**src/rtl/mem_access_ctrl_if.sv**
```systemverilog
// MEM-stage data-memory access bundle.
// Groups the pipeline request side (req_*, ext_stall, flush), the cache port
// (dmem*, dhit, dload), the coherence snoop and the status outputs.
//   slave  : the access controller (mem_access_ctrl)
//   master : the pipeline/cache environment driving it
interface mem_access_ctrl_if;
    localparam int unsigned WordW = 32;
    localparam int unsigned CntW  = 16;

    // Pipeline request (EX/MEM latch outputs)
    logic             req_ren;
    logic             req_wen;
    logic             req_ll;
    logic             req_sc;
    logic [WordW-1:0] req_addr;
    logic [WordW-1:0] req_store;
    logic             ext_stall;
    logic             flush;
    // Cache response and coherence
    logic             dhit;
    logic [WordW-1:0] dload;
    logic             snoop_inv;
    logic [WordW-1:0] snoop_addr;
    // Cache request and pipeline results
    logic             dmemREN;
    logic             dmemWEN;
    logic [WordW-1:0] dmemaddr;
    logic [WordW-1:0] dmemstore;
    logic             mem_stall;
    logic [WordW-1:0] load_data;
    logic [CntW-1:0]  stall_cycles;

    modport slave (
        input  req_ren, req_wen, req_ll, req_sc, req_addr, req_store,
        input  ext_stall, flush, dhit, dload, snoop_inv, snoop_addr,
        output dmemREN, dmemWEN, dmemaddr, dmemstore, mem_stall,
        output load_data, stall_cycles
    );

    modport master (
        output req_ren, req_wen, req_ll, req_sc, req_addr, req_store,
        output ext_stall, flush, dhit, dload, snoop_inv, snoop_addr,
        input  dmemREN, dmemWEN, dmemaddr, dmemstore, mem_stall,
        input  load_data, stall_cycles
    );
endinterface

```
**src/rtl/mem_access_ctrl.sv**
```systemverilog
// MEM-stage data-memory access sequencer.
// Issues one cache access per MEM-stage instruction, raises mem_stall while
// the access is outstanding, holds a completed result while the pipeline is
// frozen by another hazard, and owns the LL/SC link register.
// Ports:
//   CLK  : rising-edge clock
//   RST  : synchronous active-high reset
//   bus  : mem_access_ctrl_if.slave (request, cache port, snoop, status)
module mem_access_ctrl (
    input  logic              CLK,
    input  logic              RST,
    mem_access_ctrl_if.slave  bus
);
    localparam int unsigned WordW = 32;
    localparam int unsigned LinkW = 30;
    localparam int unsigned CntW  = 16;

    typedef enum logic [1:0] {IDLE, ACCESS, DONE} state_t;

    state_t           state;
    state_t           stateNext;
    logic [WordW-1:0] holdReg;
    logic [WordW-1:0] holdNext;
    logic             linkValid;
    logic [LinkW-1:0] linkAddr;
    logic [CntW-1:0]  stallCnt;

    logic             scOk;
    logic             wenEff;
    logic             act;
    logic             stallC;
    logic [WordW-1:0] result;
    logic             complete;
    logic             llSet;
    logic             linkClr;
    logic [LinkW-1:0] snoopCmp;

    // Request qualification: a failing SC never reaches the cache, a flushed read is dropped
    assign scOk   = linkValid && (linkAddr == bus.req_addr[31:2]);
    assign wenEff = bus.req_wen & ~(bus.req_sc & ~scOk);
    assign act    = (bus.req_ren | wenEff) & ~(bus.flush & bus.req_ren);

    // Value handed to the MEM/WB latch when no held result is pending
    always_comb begin
        result = '0;
        if (bus.req_ren)
            result = bus.dload;
        else if (bus.req_wen && bus.req_sc && scOk)
            result = WordW'(1);
    end

    // Next-state and cache-port outputs
    always_comb begin
        stateNext     = state;
        holdNext      = holdReg;
        bus.dmemREN   = 1'b0;
        bus.dmemWEN   = 1'b0;
        stallC        = 1'b0;
        bus.load_data = result;
        case (state)
            IDLE, ACCESS: begin
                bus.dmemREN = act & bus.req_ren;
                bus.dmemWEN = act & wenEff;
                stallC      = act & ~bus.dhit;
                if (act && !bus.dhit) begin
                    stateNext = ACCESS;
                end else if (act && bus.dhit && bus.ext_stall) begin
                    // Access finished but the latch is frozen: keep the result, never re-issue
                    stateNext = DONE;
                    holdNext  = result;
                end else begin
                    stateNext = IDLE;
                end
            end
            DONE: begin
                bus.load_data = holdReg;
                if (!bus.ext_stall || (bus.flush && bus.req_ren))
                    stateNext = IDLE;
            end
            default: stateNext = IDLE;
        endcase
    end

    assign bus.mem_stall    = stallC;
    assign bus.dmemaddr     = bus.req_addr;
    assign bus.dmemstore    = bus.req_store;
    assign bus.stall_cycles = stallCnt;

    // Link register events; a snoop in the LL completion cycle is compared to the new address
    assign complete = (state != DONE) & act & bus.dhit;
    assign llSet    = complete & bus.req_ren & bus.req_ll;
    assign snoopCmp = llSet ? bus.req_addr[31:2] : linkAddr;
    assign linkClr  = (bus.req_wen & bus.req_sc & (state != DONE) & (~scOk | complete))
                    | (complete & wenEff & (bus.req_addr[31:2] == linkAddr))
                    | (bus.snoop_inv & (bus.snoop_addr[31:2] == snoopCmp));

    // State, held result, link and stall counter registers
    always_ff @(posedge CLK) begin
        if (RST) begin
            state     <= IDLE;
            holdReg   <= '0;
            linkValid <= 1'b0;
            linkAddr  <= '0;
            stallCnt  <= '0;
        end else begin
            state     <= stateNext;
            holdReg   <= holdNext;
            if (llSet)
                linkAddr <= bus.req_addr[31:2];
            linkValid <= (linkValid | llSet) & ~linkClr;
            if (stallC && (stallCnt != {CntW{1'b1}}))
                stallCnt <= stallCnt + CntW'(1);
        end
    end
endmodule

```
**src/flat_wrapper.sv**
```systemverilog
// flat-port wrapper written by rule: the top's interface ports become plain ports
module mem_access_ctrl_flat 
  (CLK, RST, bus_req_ren, bus_req_wen, bus_req_ll, bus_req_sc, bus_req_addr, bus_req_store, bus_ext_stall, bus_flush, bus_dhit, bus_dload, bus_snoop_inv, bus_snoop_addr, bus_dmemREN, bus_dmemWEN, bus_dmemaddr, bus_dmemstore, bus_mem_stall, bus_load_data, bus_stall_cycles);
  mem_access_ctrl_if bus_i ();
  input  logic CLK;
  input  logic RST;
  input wire logic [$bits(bus_i.req_ren)-1:0] bus_req_ren;
  input wire logic [$bits(bus_i.req_wen)-1:0] bus_req_wen;
  input wire logic [$bits(bus_i.req_ll)-1:0] bus_req_ll;
  input wire logic [$bits(bus_i.req_sc)-1:0] bus_req_sc;
  input wire logic [$bits(bus_i.req_addr)-1:0] bus_req_addr;
  input wire logic [$bits(bus_i.req_store)-1:0] bus_req_store;
  input wire logic [$bits(bus_i.ext_stall)-1:0] bus_ext_stall;
  input wire logic [$bits(bus_i.flush)-1:0] bus_flush;
  input wire logic [$bits(bus_i.dhit)-1:0] bus_dhit;
  input wire logic [$bits(bus_i.dload)-1:0] bus_dload;
  input wire logic [$bits(bus_i.snoop_inv)-1:0] bus_snoop_inv;
  input wire logic [$bits(bus_i.snoop_addr)-1:0] bus_snoop_addr;
  output wire logic [$bits(bus_i.dmemREN)-1:0] bus_dmemREN;
  output wire logic [$bits(bus_i.dmemWEN)-1:0] bus_dmemWEN;
  output wire logic [$bits(bus_i.dmemaddr)-1:0] bus_dmemaddr;
  output wire logic [$bits(bus_i.dmemstore)-1:0] bus_dmemstore;
  output wire logic [$bits(bus_i.mem_stall)-1:0] bus_mem_stall;
  output wire logic [$bits(bus_i.load_data)-1:0] bus_load_data;
  output wire logic [$bits(bus_i.stall_cycles)-1:0] bus_stall_cycles;
  assign bus_i.req_ren = bus_req_ren;
  assign bus_i.req_wen = bus_req_wen;
  assign bus_i.req_ll = bus_req_ll;
  assign bus_i.req_sc = bus_req_sc;
  assign bus_i.req_addr = bus_req_addr;
  assign bus_i.req_store = bus_req_store;
  assign bus_i.ext_stall = bus_ext_stall;
  assign bus_i.flush = bus_flush;
  assign bus_i.dhit = bus_dhit;
  assign bus_i.dload = bus_dload;
  assign bus_i.snoop_inv = bus_snoop_inv;
  assign bus_i.snoop_addr = bus_snoop_addr;
  assign bus_dmemREN = bus_i.dmemREN;
  assign bus_dmemWEN = bus_i.dmemWEN;
  assign bus_dmemaddr = bus_i.dmemaddr;
  assign bus_dmemstore = bus_i.dmemstore;
  assign bus_mem_stall = bus_i.mem_stall;
  assign bus_load_data = bus_i.load_data;
  assign bus_stall_cycles = bus_i.stall_cycles;
  mem_access_ctrl u_core (.CLK(CLK), .RST(RST), .bus(bus_i));
endmodule
```
**config.mk**
```make
export PLATFORM = sky130hd
export DESIGN_NAME = mem_access_ctrl_flat
export DESIGN_NICKNAME = d
export VERILOG_FILES = /design/src/rtl/mem_access_ctrl_if.sv /design/src/rtl/mem_access_ctrl.sv /design/src/flat_wrapper.sv
export SDC_FILE = /design/constraint.sdc
export NUM_CORES = 1
export LEC_CHECK = 0
export CORE_UTILIZATION = 44
export CTS_CLUSTER_DIAMETER = 30
export DETAILED_ROUTE_END_ITERATION = 8
export PLACE_DENSITY = 0.87
export REMOVE_ABC_BUFFERS = 1
export SYNTH_ARGS = -nofsm -noshare
export SYNTH_HDL_FRONTEND = slang
export SYNTH_SLANG_ARGS = --single-unit
```
**constraint.sdc**
```tcl
create_clock -name CLK -period 8.2 [get_ports CLK]
set_clock_uncertainty 0.1 [all_clocks]
set_input_delay 2.46 -clock CLK [delete_from_list [all_inputs] [get_ports CLK]]
set_output_delay 2.46 -clock CLK [all_outputs]
set_load 0.03 [all_outputs]
```
==> flow_metrics.env <==
export IMPL_crit_type="input pin to primary output"
export IMPL_row_count=38
export IMPL_antenna_cells=0
export IMPL_track_usage_pct=27.8
export IMPL_slew_violations=0
export IMPL_clk_latency_ns=0.33
export IMPL_worst_r2r_path_depth=8
export IMPL_ant_nets=0
export IMPL_max_freq_ghz=0.132
export IMPL_status="complete, no violations"
export IMPL_gp_congestion=0.940
export IMPL_hold_path_class="register to register"
export IMPL_worst_pin_slew_ns=0.906
export IMPL_synth_area_mm2=0.00509
export IMPL_grt_max_degree=49
export IMPL_numCtsBuffers=9
export IMPL_ys_types=52
export IMPL_ys_seq_elements=81
export IMPL_fin_crit_sh_pct=92.7
export IMPL_critPathMaxFanout=4
export IMPL_cp_data_arrival_time_ns=5.04
export IMPL_drt_pass1_iterations=8
export IMPL_portBuffers=182
export IMPL_area_growth_pct=33.6
export IMPL_antenna_found_initial=0
export IMPL_clk_path_buf_depth=2
export IMPL_async_flop_share_pct=0
export IMPL_max_vdd_ir_drop_mv=0.127
export IMPL_clock_sinks=81
export IMPL_crit_path_start_kind="input pin"
export IMPL_post_cts_resized=0
export IMPL_synth_edf_count=0
export IMPL_worstPathRequired_ns=5.64
export IMPL_cts_root_buf="clkbuf_16"
export IMPL_power_leakage_nw=2.57
export IMPL_routed_wl_um=16700
export IMPL_drc=0
export IMPL_final_area_mm2=0.00680
export IMPL_layout_common_cells="clkdlybuf4s50_1 (181), nand2_1 (132), dfxtp_1 (81)"
export IMPL_io_pins=253
export IMPL_hold_path_depth=1
export IMPL_dpl_cell_area_mm2=0.00649
export IMPL_finalCriticalPeriod_ns=7.60
export IMPL_postCtsSetupRepairBufs=0
export IMPL_final_layout_size_suffix_gt1_share_pct=4.40
export IMPL_powerDensity_mw_per_mm2=156
export IMPL_vias=5201
export IMPL_cap_viol_max_count=0
export IMPL_fin_tns_setup_ns=0
export IMPL_ys_seq_area_share_pct=31.9
export IMPL_dieArea_mm2=0.0120
export IMPL_synthFlopType="dfxtp_1"
export IMPL_cts_clk_slew_worst_paths_ns=0.06
export IMPL_hold_viol_final=0
export IMPL_die_x_um=110
export IMPL_fin_nets=930
export IMPL_setup_viol=0
export IMPL_initial_core_util_pct=46.0
export IMPL_final_common_cell="clkdlybuf4s50_1"
export IMPL_grt_first_pass_wirelength_um=25100
export IMPL_overflow=0
export IMPL_route_detailed_wl_per_inst_um=17.8
export IMPL_end_kind="primary output"
export IMPL_initialDrtViolationCount=552
export IMPL_synth_area_per_cell_um2=7.34
export IMPL_hold_buffers=0
export IMPL_finalPower_mw=1.06
export IMPL_relSlewSlack_pct=39.6
export IMPL_coreArea_mm2=0.0111
export IMPL_dp_hpwl_um=12300
export IMPL_rsz0062_at_grt="no"
export IMPL_synth_warnings=0
export IMPL_fp_dieH_um=110
export IMPL_ctsHtreeMaxLevel=3
export IMPL_grt_pass1_vias=4706
export IMPL_syn_instance_count=694
export IMPL_cts_tree="built"
export IMPL_vias_per_cell=5.56
metrics by stage:
stage	utilization (%)	setup WS, ns	hold WS, ns	std cells
floorplan	-	1.24	0.340	589
global placement	58.6	0.529	0.349	920
detailed placement	58.6	0.584	0.353	920
CTS	61.4	0.575	0.366	936
global route	61.4	0.419	0.393	936
finish	61.4	0.601	0.364	936
logic make-up after synthesis:
logic type / Yosys count / share of synthesized area (%)
AOI/OAI and AO/OA: 150 / 17.0
and+or+nand+nor: 266 / 24.3
buffers and inverters: 131 / 15.0
xor gates and xnor gates: 50 / 8.60
muxes: 15 / 2.97
DFF: 81 / 31.9
adders and majority gates: 1 / 0.246
metal layers:
metal,global-route usage [%],routed length [um]
met4,6.86,139
met2,37.8,6730
met3,12.0,2260
met5,6.25,68
met1,39.1,7480
Yosys cell counts (2+ instances only):
library cell	number	share of area (%)
nor3_1	6	0.59
a21oi_1	63	6.2
buf_6	3	0.66
a311oi_1	2	0.34
nor4_2	2	0.49
and3_1	7	0.86
a22o_1	2	0.34
nand2_1	132	9.7
o21a_1	2	0.29
a32o_1	2	0.39
nand4_1	14	1.7
buf_2	6	0.59
a222oi_1	2	0.39
o221ai_1	2	0.34
a31oi_1	2	0.25
dfxtp_1	81	32
nor2b_1	5	0.61
a221oi_1	2	0.34
o22ai_1	11	1.4
inv_1	26	1.9
buf_1	11	0.81
clkbuf_1	20	1.5
nand2b_1	3	0.37
buf_4	65	9.6
or4_1	2	0.29
or3_1	12	1.5
o21ai_0	49	4.8
xor2_1	18	3.1
nor4_1	5	0.61
and4_1	3	0.52
mux2i_1	14	2.8
xnor2_1	32	5.5
nand3_1	42	4.1
nor2_1	28	2.1
worst max-delay path: stages:
cell             delay (ns)
clkdlybuf4s50_1        0.49
xnor2_1                0.31
nand4_1                0.15
nor4_2                 0.32
and4_1                 0.28
a32oi_1                0.10
o21ai_0                0.21
clkdlybuf4s50_1        0.71
state kept, by name, indices dropped and copies added, names as in the netlist:
| register | flops |
|---|---|
| u_core.linkAddr | 30 |
| u_core.linkValid | 1 |
| u_core.bus.stall_cycles | 16 |
| u_core.holdReg | 32 |
| u_core.state | 2 |
power breakdown:
part | internal, mW | switching, mW | total [mW]
logic | 0.105 | 0.121 | 0.225
clock network | 0.267 | 0.162 | 0.429
registers | 0.401 | 0.00544 | 0.406
layout make-up:
class                           instances  area, um2
Tap cell                              140        175
Fill cell                            1011       4270
Timing Repair Buffer                  191       1880
Sequential cell                        81       1620
Multi-Input combinational cell        482       2710
Clock buffer                           11        233
Inverter                               26       97.6
Clock inverter                          5       80.1
worst paths after layout:
kind,to,slack (ns),startpoint
setup / recovery,bus_load_data[0],0.60,bus_req_addr[6]
hold / removal,u_core.holdReg[0],0.36,u_core.holdReg[0]
setup reg to reg,u_core.linkValid,5.28,u_core.state[1]
hold reg to reg,u_core.holdReg[0],0.36,u_core.holdReg[0]
Power figures use the tool's default switching activity.
